[src/rtl/ps2_host_tx.sv]
// ps2_host_tx: PS/2 host-to-device byte transmitter (inhibit, start, 8 data LSB first, odd parity, stop, ack); define PS2_HOST_TX_TIMEOUT_EN for the device-clock watchdog
module ps2_host_tx #(
  parameter int INHIBIT_CYCLES = 5000,
  parameter int TIMEOUT_CYCLES = 750000
) (
  input  logic       clk,
  input  logic       reset,
  input  logic       stb,
  input  logic       we,
  input  logic [7:0] data_in,
  output logic [7:0] data_out,
  output logic       busy,
  input  logic       ps2ClkIn,
  input  logic       ps2DataIn,
  output logic       ps2ClkDriveLow,
  output logic       ps2DataDriveLow
);
  localparam int CW = $clog2(((INHIBIT_CYCLES > TIMEOUT_CYCLES) ? INHIBIT_CYCLES : TIMEOUT_CYCLES) + 1);
  localparam logic [1:0] S_IDLE    = 2'd0;
  localparam logic [1:0] S_INHIBIT = 2'd1;
  localparam logic [1:0] S_FRAME   = 2'd2;
  logic [1:0]    state_q, state_d;
  logic [CW-1:0] cnt_q, cnt_d;
  logic [3:0]    bit_q, bit_d;
  logic [7:0]    sh_q, sh_d;
  logic          par_q, par_d;
  logic          nack_q, nack_d;
  logic          tmo_q, tmo_d;
  logic          clk_dl_q, clk_dl_d;
  logic          dat_dl_q, dat_dl_d;
  logic [1:0]    clk_s_q, dat_s_q;
  logic          clk_prev_q, fall_q;
  logic          inh_done, rel;
  assign inh_done = cnt_q == CW'(INHIBIT_CYCLES - 1);
  assign rel      = (state_q == S_INHIBIT) && inh_done;
  assign busy            = state_q != S_IDLE;
  assign data_out        = {5'b0, tmo_q, nack_q, busy};
  assign ps2ClkDriveLow  = clk_dl_q;
  assign ps2DataDriveLow = dat_dl_q;
  // clock pin sync and falling-edge detect; forced idle-high when the host releases the clock so that release is never seen as an edge
  always_ff @(posedge clk) begin
    if (reset || rel) begin
      clk_s_q    <= 2'b11;
      clk_prev_q <= 1'b1;
      fall_q     <= 1'b0;
    end else begin
      clk_s_q    <= {clk_s_q[0], ps2ClkIn};
      clk_prev_q <= clk_s_q[1];
      fall_q     <= clk_prev_q & ~clk_s_q[1];
    end
  end
  // data pin sync, used only for the device ack
  always_ff @(posedge clk)
    dat_s_q <= reset ? 2'b11 : {dat_s_q[0], ps2DataIn};
  // frame sequencer: accept, clock inhibit, then one action per recognised device falling edge
  always_comb begin
    state_d  = state_q;
    cnt_d    = cnt_q;
    bit_d    = bit_q;
    sh_d     = sh_q;
    par_d    = par_q;
    nack_d   = nack_q;
    tmo_d    = tmo_q;
    clk_dl_d = clk_dl_q;
    dat_dl_d = dat_dl_q;
    if (state_q == S_IDLE) begin
      if (stb && we) begin
        sh_d     = data_in;
        par_d    = ~^data_in;
        nack_d   = 1'b0;
        tmo_d    = 1'b0;
        cnt_d    = '0;
        bit_d    = 4'd0;
        clk_dl_d = 1'b1;
        dat_dl_d = 1'b0;
        state_d  = S_INHIBIT;
      end
    end else if (state_q == S_INHIBIT) begin
      cnt_d = inh_done ? '0 : cnt_q + 1'b1;
      if (inh_done) begin
        clk_dl_d = 1'b0;
        dat_dl_d = 1'b1;
        state_d  = S_FRAME;
      end
    end else if (fall_q) begin
      bit_d = bit_q + 1'b1;
      cnt_d = '0;
      dat_dl_d = (bit_q < 4'd8) ? ~sh_q[bit_q[2:0]] : (bit_q == 4'd8) ? ~par_q : 1'b0;
      if (bit_q == 4'd10) begin
        nack_d  = dat_s_q[1];
        state_d = S_IDLE;
      end
    end
`ifdef PS2_HOST_TX_TIMEOUT_EN
    else if (cnt_q == CW'(TIMEOUT_CYCLES - 1)) begin
      tmo_d    = 1'b1;
      clk_dl_d = 1'b0;
      dat_dl_d = 1'b0;
      state_d  = S_IDLE;
    end else begin
      cnt_d = cnt_q + 1'b1;
    end
`else
`endif
  end
  // state registers
  always_ff @(posedge clk) begin
    if (reset) begin
      state_q  <= S_IDLE;
      cnt_q    <= '0;
      bit_q    <= 4'd0;
      sh_q     <= 8'd0;
      par_q    <= 1'b0;
      nack_q   <= 1'b0;
      tmo_q    <= 1'b0;
      clk_dl_q <= 1'b0;
      dat_dl_q <= 1'b0;
    end else begin
      state_q  <= state_d;
      cnt_q    <= cnt_d;
      bit_q    <= bit_d;
      sh_q     <= sh_d;
      par_q    <= par_d;
      nack_q   <= nack_d;
      tmo_q    <= tmo_d;
      clk_dl_q <= clk_dl_d;
      dat_dl_q <= dat_dl_d;
    end
  end
endmodule

[config.mk]
export PLATFORM = sky130hd
export DESIGN_NAME = ps2_host_tx
export DESIGN_NICKNAME = d
export VERILOG_FILES = /design/src/rtl/ps2_host_tx.sv
export SDC_FILE = /design/constraint.sdc
export NUM_CORES = 1
export LEC_CHECK = 0
export ABC_AREA = 1
export BUFFER_PORTS_ARGS = -buffer_cell sky130_fd_sc_hd__clkbuf_2
export CORE_MARGIN = 2
export CORE_UTILIZATION = 50
export CTS_CLUSTER_SIZE = 28
export DETAILED_ROUTE_END_ITERATION = 6
export HOLD_SLACK_MARGIN = 0.1
export PLACE_DENSITY_LB_ADDON = 0.3
export REMOVE_ABC_BUFFERS = 1
export SLEW_MARGIN = 40
export SYNTH_ARGS = -nofsm -noshare
export SYNTH_HDL_FRONTEND = slang
export SYNTH_SLANG_ARGS = --single-unit
[constraint.sdc]
create_clock -name clk -period 2.1 [get_ports clk]
set_input_delay 0.63 -clock clk [delete_from_list [all_inputs] [get_ports clk]]
set_output_delay 0.63 -clock clk [all_outputs]
set_load 0.02 [all_outputs]
# [Yosys cells after proc, flatten, opt, wreduce, memory -nomap -nowiden]
# Cells that the tools add are included.
[totals] out_inout_bits=11 reg_bits=44 wordCells=78 inputBits=14
[classes] order_cmp=2 n_eq_ne=7 mux=32 bitwise=4 n_reduce_logical=19 addsub=2
[op_table] operator="2-to-1 mux 20 bit" n=5
[op_table] operator="adder 20 x 1 -> 20 bit (second input constant)" n=1
[op_table] operator="equality test 20 x 13 -> 1 bit (second input constant)" n=1
[op_table] operator="2-to-1 mux 1 bit" n=16
[op_table] operator="2-to-1 mux 4 bit" n=4
[op_table] operator="2-to-1 mux 2 bit" n=6
[op_table] operator="nonzero test 2 bit" n=5
[op_table] operator="AND reduction 3 bit" n=3
[op_table] operator="equality test 4 bit (second input constant)" n=2
[op_table] operator="AND reduction 4 bit" n=2
[op_table] operator="XNOR reduction 8 bit" n=1
[op_table] operator="nonzero test 3 bit" n=2
[op_table] operator="adder 4 x 1 -> 4 bit (second input constant)" n=1
[op_table] operator="less-than comparator 3 x 4 -> 1 bit (second input constant)" n=1
[op_table] operator="less-than comparator 4 bit (second input constant)" n=1
[op_table] operator="inequality test 2 x 1 -> 1 bit (second input constant)" n=2
[op_table] operator="AND reduction 2 bit" n=2
[op_table] operator="binary-select mux 1 bit (select 3 bit)" n=1
[op_table] operator="inequality test 3 x 2 -> 1 bit (second input constant)" n=1
[op_table] operator="NOT 1 bit" n=3
[op_table] operator="equality test 2 x 1 -> 1 bit (second input constant)" n=1
[op_table] operator="logical AND 1 bit" n=2
[op_table] operator="logical NOT 2 bit" n=1
[op_table] operator="AND 1 bit" n=1
[op_table] operator="logical OR 1 bit" n=1

# [Logic depth before layout (Yosys ltp)]
# Gate-level depths: netlist (run 1).
[logic_depth] ltp_word=7 depth_mapped=12

# [Worst setup path after synthesis (run 1)]
# OpenSTA, ideal clock, no wires.
[synth_path] kind="reg-to-reg" startpoint="register cnt_q[0]" endpoint="register cnt_q[10]" path_buffers=1 t_arrival_ns=1.438 synth_period_minus_slack_ns=1.553 stages_incl_launch_ff=13 slack_ns=0.547 path_cell_list="dfxtp_1 ha_1 nand2_1 inv_2 nand2_1 nor2_4 nand3_4 nand2_4 nand2_4 nand2_4 buf_8 nor2_2 and2_1"
[synth_between] elab_chain_cells=4 word_cells_on_any_way=5
[synth_lines] element="start: declaration" line_no="23" text="logic [CW-1:0] cnt_q, cnt_d;"
[synth_lines] element="start signal: assignment" line_no="120" text="cnt_q <= cnt_d;"
[synth_lines] element="adder 20 x 1 -> 20 bit / equality test 20 x 13 -> 1 bit (equally long branches)" line_no="79, 34"
[synth_lines] element="2-to-1 mux 20 bit (*)" line_no="79" text="cnt_d = inh_done ? '0 : cnt_q + 1'b1;"
[synth_lines] element="2-to-1 mux 20 bit (*)" line_no="78" text="end else if (state_q == S_INHIBIT) begin"
[synth_lines] element="2-to-1 mux 20 bit (*)" line_no="66" text="if (state_q == S_IDLE) begin"
# Every way passes the cells marked *; elsewhere a longest branch is shown, timed or not.
# A chain may end at the register's enable or synchronous reset.

# [Final worst setup path (run 1)]
[layout_path] startpoint="register state_q[1]" endpoint="output port busy"
[layout_between] elab_chain_cells=1
[layout_lines] element="start: declaration" line_no="22" text="logic [1:0] state_q, state_d;"
[layout_lines] element="start signal: assignment" line_no="119" text="state_q <= state_d;"
[layout_lines] element="nonzero test 2 bit" line_no="36" text="assign busy = state_q != S_IDLE;"
[layout_lines] element="end: declaration" line_no="12" text="output logic busy,"
# No other way between the ends.

==> results of run 1 <==
-- cell usage in the layout, fill, tap and decap left out --
master      n
nand2_4     4
conb_1      6
nand3_4     1
and2_1      3
inv_1      31
clkbuf_8    5
ha_1        4
a31o_2      1
nor3_1      4
buf_4       4
dfxtp_1    44
inv_2       8
or2_1       1
bufinv_16   1
nor2_2      2
xnor2_1     6
nor2_1     39
clkbuf_2   18
a21oi_1    22
o21ai_0    14
o211ai_1    1
clkinv_1    1
xor2_1      3
or2_2       4
nand2_2     1
nor4_1      2
o21a_1      1
nand3b_1    2
nand2_1    89
nand4_2     1
o21bai_1    1
or2_4       1
nand4_1     3
nand3_1    33
a32oi_1     1
o21ai_1     1
nor2_4      4
nor3_2      2
-- worst min-delay path, delay by kind of cell (launching register included) --
family	cells	cell delay, ps
DFF	1	300
and+or+nand+nor	1	30
buffers and inverters	1	40
-- flip-flops by register name (all words and copies together) (netlist names) --
| register | flops |
|---|---|
| cnt_q | 20 |
| sh_q | 8 |
| bit_q | 4 |
| clk_s_q | 2 |
| dat_s_q | 2 |
| state_q | 2 |
| clk_prev_q | 1 |
| fall_q | 1 |
| nack_q | 1 |
| par_q | 1 |
| ps2ClkDriveLow | 1 |
| ps2DataDriveLow | 1 |
-- metal layers --
layer	part of all wire [%]	vias up
met5	0	-
met4	1.6	0
met3	6.6	7
met2	45	62
met1	47	997
li1	-	1141
-- cells by family (layout without fill, tap and decap cells) --
| family | count (synthesis) | in the layout | share of synthesized area, % |
|---|---|---|---|
| DFF | 44 | 44 | 36.3 |
| other | 1 | 6 | 0.155 |
| buffers and inverters | 54 | 68 | 10.6 |
| AOI/OAI and AO/OA | 42 | 42 | 9.29 |
| xor gates and xnor gates | 9 | 9 | 3.25 |
| and+or+nand+nor | 196 | 196 | 38.3 |
| adders and majority gates | 4 | 4 | 2.06 |
-- synth_stat cells (2+ instances only) --
cell type	instances
nand2_1	89
dfxtp_1	44
nor2_1	39
nand3_1	33
inv_1	31
a21oi_1	22
o21ai_0	14
buf_4	9
inv_2	8
xnor2_1	6
ha_1	4
nand2_4	4
nor2_4	4
nor3_1	4
or2_2	4
and2_1	3
nand4_1	3
xor2_1	3
clkbuf_1	2
nand3b_1	2
nor2_2	2
nor3_2	2
nor4_1	2
-- area by class of cell --
class / count / area (um^2) / area share [%]
timing repair buffer: 22 / 120 / 4.58
sequential: 44 / 881 / 33.6
clock inverter: 1 / 30.0 / 1.14
tap: 54 / 67.6 / 2.58
clock buffer: 5 / 68.8 / 2.62
inverter: 40 / 150 / 5.72
multi-input combinational: 257 / 1310 / 49.8
-- report_power, final --
part / switching (mW) / internal [mW] / leakage, nW
sequential: 0.0135 / 0.857 / 0.357
combinational: 0.121 / 0.0578 / 0.638
clock: 0.275 / 0.341 / 0.0501
-- final timing paths --
| kind | start | to | slack, ps | depth (start not counted) |
|---|---|---|---|---|
| max reg2reg | cnt_q[0] | cnt_q[7] | 370 | 11 |
| max | state_q[1] | busy | 360 | 3 |
| min | clk_prev_q | fall_q | 410 | 2 |
| min reg2reg | clk_prev_q | fall_q | 410 | 2 |
-- per-stage QoR --
step                      cells  total power [mW]  util (%)
after detailed placement    417              1.07      53.8
after global routing        423              1.73      55.9
after floorplan             341              1.01         -
final                       423              1.67      55.9
after CTS                   423              1.68      55.9
after global placement      417              1.06      53.8
==> results.cfg, run 1 <==
[placement]
placed_area_um2 = 2520
io_buffer_count = 18
hpwl_mm = 3.96
post-place-ws_ps = 268
place_congestion = 0.921

[global_routing]
grt_pass1_vias = 1949
use_met1_pct = 30.1
grt_pass1_wl_mm = 8.80
grt-busiest-layer = met2
grt_start_max_net_pins = 15
use_met2_pct = 31.4
antenna_found_initial = 0
grt_use_met3_pct = 5.35
grt_usage_pct = 21.2
grt_overflow = 0

[timing]
rsz0062_at_grt = false
hold_violations = 0
min_period_over_period_pct = 83.1
fin_tns_setup_ps = 0
timing.hold.ws_ps = 408
setup_ws_ps = 356
finalMaxSlewViolations = 0
setup_viol = 0
finalCriticalPeriod_ps = 1740
clock_skew_ps = 9.42
fmax_mhz = 573

[synthesis]
postSynthAreaPerCell_um2 = 6.93
syn-cell-area_um2 = 2420
synth.area.top_cells = dfxtp_1 36%, nand2_1 14%, nand3_1 6.8%
yosysWarnings = 0
async_reset_ff_share_pct = 0
ys.flop_type = dfxtp_1
post_synth_num_cell_types = 39
synth-edff-count = 0
synth_largest_area_cell = dfxtp_1
synth_cells = 350
synth_top_cell_area_share_pct = 36.3
yosysSeqAreaShare_pct = 36.3
ys_ff_latch = 44

[floorplan]
die_h_um = 73.6
pin_count = 25
rows = 25
die_w_um = 73.6
die-area_um2 = 5420
coreArea_um2 = 4690
start_util_pct = 51.7

[cells_and_area]
area_growth_pct = 8.20
drive_gt1_share_pct = 15.4
n_antenna_cell = 0
final_cell_area_um2 = 2620
fin_nets = 388
fill_cells = 464

[worst_setup_path]
critical-path-top-delay-family = flip-flops
critPathArrivalTime_ps = 1110
cpPeakStageDelay_ps = 450
start_kind = register
critPathCaptureType = primary output
worstPathMaxFanout = 6
criticalPathCategory = register to primary output
path_buf_inv = 2
path_cells = nor2_2, inv_1, clkbuf_2
cp_slowest_cell = dfxtp_1
required_ps = 1470

[power]
vdd_drop_max_uv = 457
p_leak_nw = 1.05
powerDensity_nw_per_um2 = 635

[cts]
cts_resized = 0
cts_buffers = 5
cts_tree = yes
clock_sinks = 44
cts.reportedPaths.clkPinSlew_ps = 80
htreeDepth = 2
cts_root_buffer = clkbuf_8
ctsLongestPathBuffers = 2
cts_setup_buffers = 0
postCtsHoldBufs = 0
worstSkewPairLatency_ps = 300

[routing]
vias = 2207
wire_per_inst_um = 12.4
viasPerCell = 5.22
drt_pre_antenna_iters = 4
detail_route.iter0.violations = 146
drcViolationCount = 0
wirelength_mm = 5.24
ant_nets = 0

[hold_path]
hold_path.class = register to register

[flow_run]
max_cap_violations = 0

[run_status]
status = finished, final reports clean
Power figures use the tool's default switching activity.
==> run 2: changes to the inputs <==
clock period = 1.72 ns   (was 2.1 ns; I/O delays follow)
==> run 2 against run 1 <==
First-iteration DRC count is 5.5% lower. Non-clock buffer count is 2 higher. Global-route usage is 0.84 points higher. Hold slack worse by 6.3 ps. Clock-buffer cell count is 1 higher. Final area is 1.5% higher. Register-to-register slack worse by 200 ps. Via count is 0.95% higher. Die area stayed put.
==> results.cfg, run 2 (same netlist as run 1, synthesis figures left out) <==
[timing]
hold_violations = 0
setup_viol = 0
fin_tns_setup_ps = 0
fmax_mhz = 623
min_period_over_period_pct = 93.4
setup_ws_ps = 114
rsz0062_at_grt = false
clock_skew_ps = 8.29
finalMaxSlewViolations = 0
finalCriticalPeriod_ps = 1610

[worst_setup_path]
critical-path-top-delay-family = flip-flops
critPathArrivalTime_ps = 1090
start_kind = register
criticalPathCategory = register to primary output
cp_slowest_cell = dfxtp_1
required_ps = 1200
path_buf_inv = 2
path_cells = nor2_2, inv_1, clkbuf_2
cpPeakStageDelay_ps = 440
worstPathMaxFanout = 6
critPathCaptureType = primary output

[placement]
hpwl_mm = 4.11
placed_area_um2 = 2540
io_buffer_count = 18
place_congestion = 0.862
post-place-ws_ps = 34.2
place_inst = 419

[hold_path]
hold_path.class = input port to register

[cells_and_area]
largest_reg_flops = 20
layout_commonest_cell = nand2_1
fin_nets = 390
top_regs = cnt_q: 20 flops, sh_q: 8 flops, bit_q: 4 flops
final_cell_mix = 88 x nand2_1, 42 x dfxtp_1, 38 x nor2_1
top_register = cnt_q
drive_gt1_share_pct = 17.4
final_cell_area_um2 = 2660
area_growth_pct = 9.86
final_cells = 427
n_antenna_cell = 0

[routing]
vias = 2228
ant_nets = 0
drt_pre_antenna_iters = 4
wirelength_mm = 5.33
detail_route.iter0.violations = 138
drcViolationCount = 0
wire_per_inst_um = 12.5
viasPerCell = 5.22

[cts]
worstSkewPairLatency_ps = 300
cts_buffers = 5
cts.reportedPaths.clkPinSlew_ps = 80
clock_sinks = 44
cts_tree = yes
cts_root_buffer = clkbuf_8
htreeDepth = 2
cts_setup_buffers = 0
ctsLongestPathBuffers = 2

[global_routing]
grt_pass1_vias = 2163
grt_overflow = 0
grt_usage_pct = 22.0
grt_pass1_wl_mm = 9.32
grt_start_max_net_pins = 15
antenna_found_initial = 0

[floorplan]
pin_count = 25
rows = 25
die-area_um2 = 5420
start_util_pct = 51.7
die_h_um = 73.6
coreArea_um2 = 4690
die_w_um = 73.6

[power]
p_int_mw = 1.55
seqPwrFrac_pct = 51.3
p_leak_nw = 1.08
switching_share_pct = 24.9
pwr-share-clk_pct = 37.8
p_switching_mw = 0.516
vdd_drop_max_uv = 525
combPwrFrac_pct = 10.9
powerDensity_nw_per_um2 = 777

[flow_run]
max_cap_violations = 0

[run_status]
status = finished, final reports clean
## run 2: changes by cell type in the layout (fill, tap and decap cells not counted)
cell,delta
buf_4,+2
clkbuf_1,+1
clkinv_2,+1
dfxtp_1,-2
dfxtp_2,+2
ha_1,-1
ha_2,+1
nand2_1,-1
nand2_2,+1
nor2_1,-1
nor2_2,+1
nor3_2,-1
nor3_4,+1
## run 2: path summary, 6_finish.rpt
| kind | startpoint | endpoint | slack (ps) | cells past startpoint |
|---|---|---|---|---|
| setup reg to reg | cnt_q[1] | cnt_q[7] | 170 | 11 |
| setup / recovery | state_q[1] | busy | 110 | 3 |
| hold reg to reg | clk_prev_q | fall_q | 410 | 2 |
| hold / removal | ps2ClkIn | clk_s_q[0] | 400 | 2 |
## run 2: layout make-up
cell class / instances / area, um^2
Tap cell: 54 / 67.6
Sequential cell: 44 / 883
Clock buffer: 6 / 72.6
Fill cell: 463 / 2030
Multi-Input combinational cell: 257 / 1320
Clock inverter: 2 / 35.0
Timing Repair Buffer: 24 / 135
Inverter: 40 / 150
## run 2: stage by stage
| step | util [%] | hold slack [ps] | power, mW |
|---|---|---|---|
| global placement | 54.1 | 397 | 1.31 |
| finish | 56.8 | 402 | 2.07 |
| detailed placement | 54.1 | 401 | 1.31 |
| global route | 56.8 | 389 | 2.16 |
| floorplan | - | 389 | 1.23 |
| CTS | 56.4 | 390 | 2.09 |
## run 2: power by group through the flow
| stage | clock, mW | sequential [mW] | combinational [mW] |
|---|---|---|---|
| after floorplan | 0 | 1.09 | 0.139 |
| after global placement | 0 | 1.08 | 0.223 |
| after detailed placement | 0 | 1.08 | 0.226 |
| after CTS | 0.802 | 1.06 | 0.226 |
| after global routing | 0.842 | 1.06 | 0.254 |
| final | 0.783 | 1.06 | 0.226 |
## run 2: layer usage
metal	GRT usage [%]	up-vias	wire, um	part of all wire, %
met4	8.48	0	87	1.6
met1	29.3	1026	2490	47
met2	35.2	46	2520	47
li1	-	1147	-	-
met5	0	-	0	0
met3	4.25	9	232	4.4
## run 2: timing repair
| action | CTS | global route |
|---|---|---|
| gates resized for setup | 0 | 6 |
| endpoints found under the setup margin | 0 | 4 |
| hold buffers | 0 | 0 |
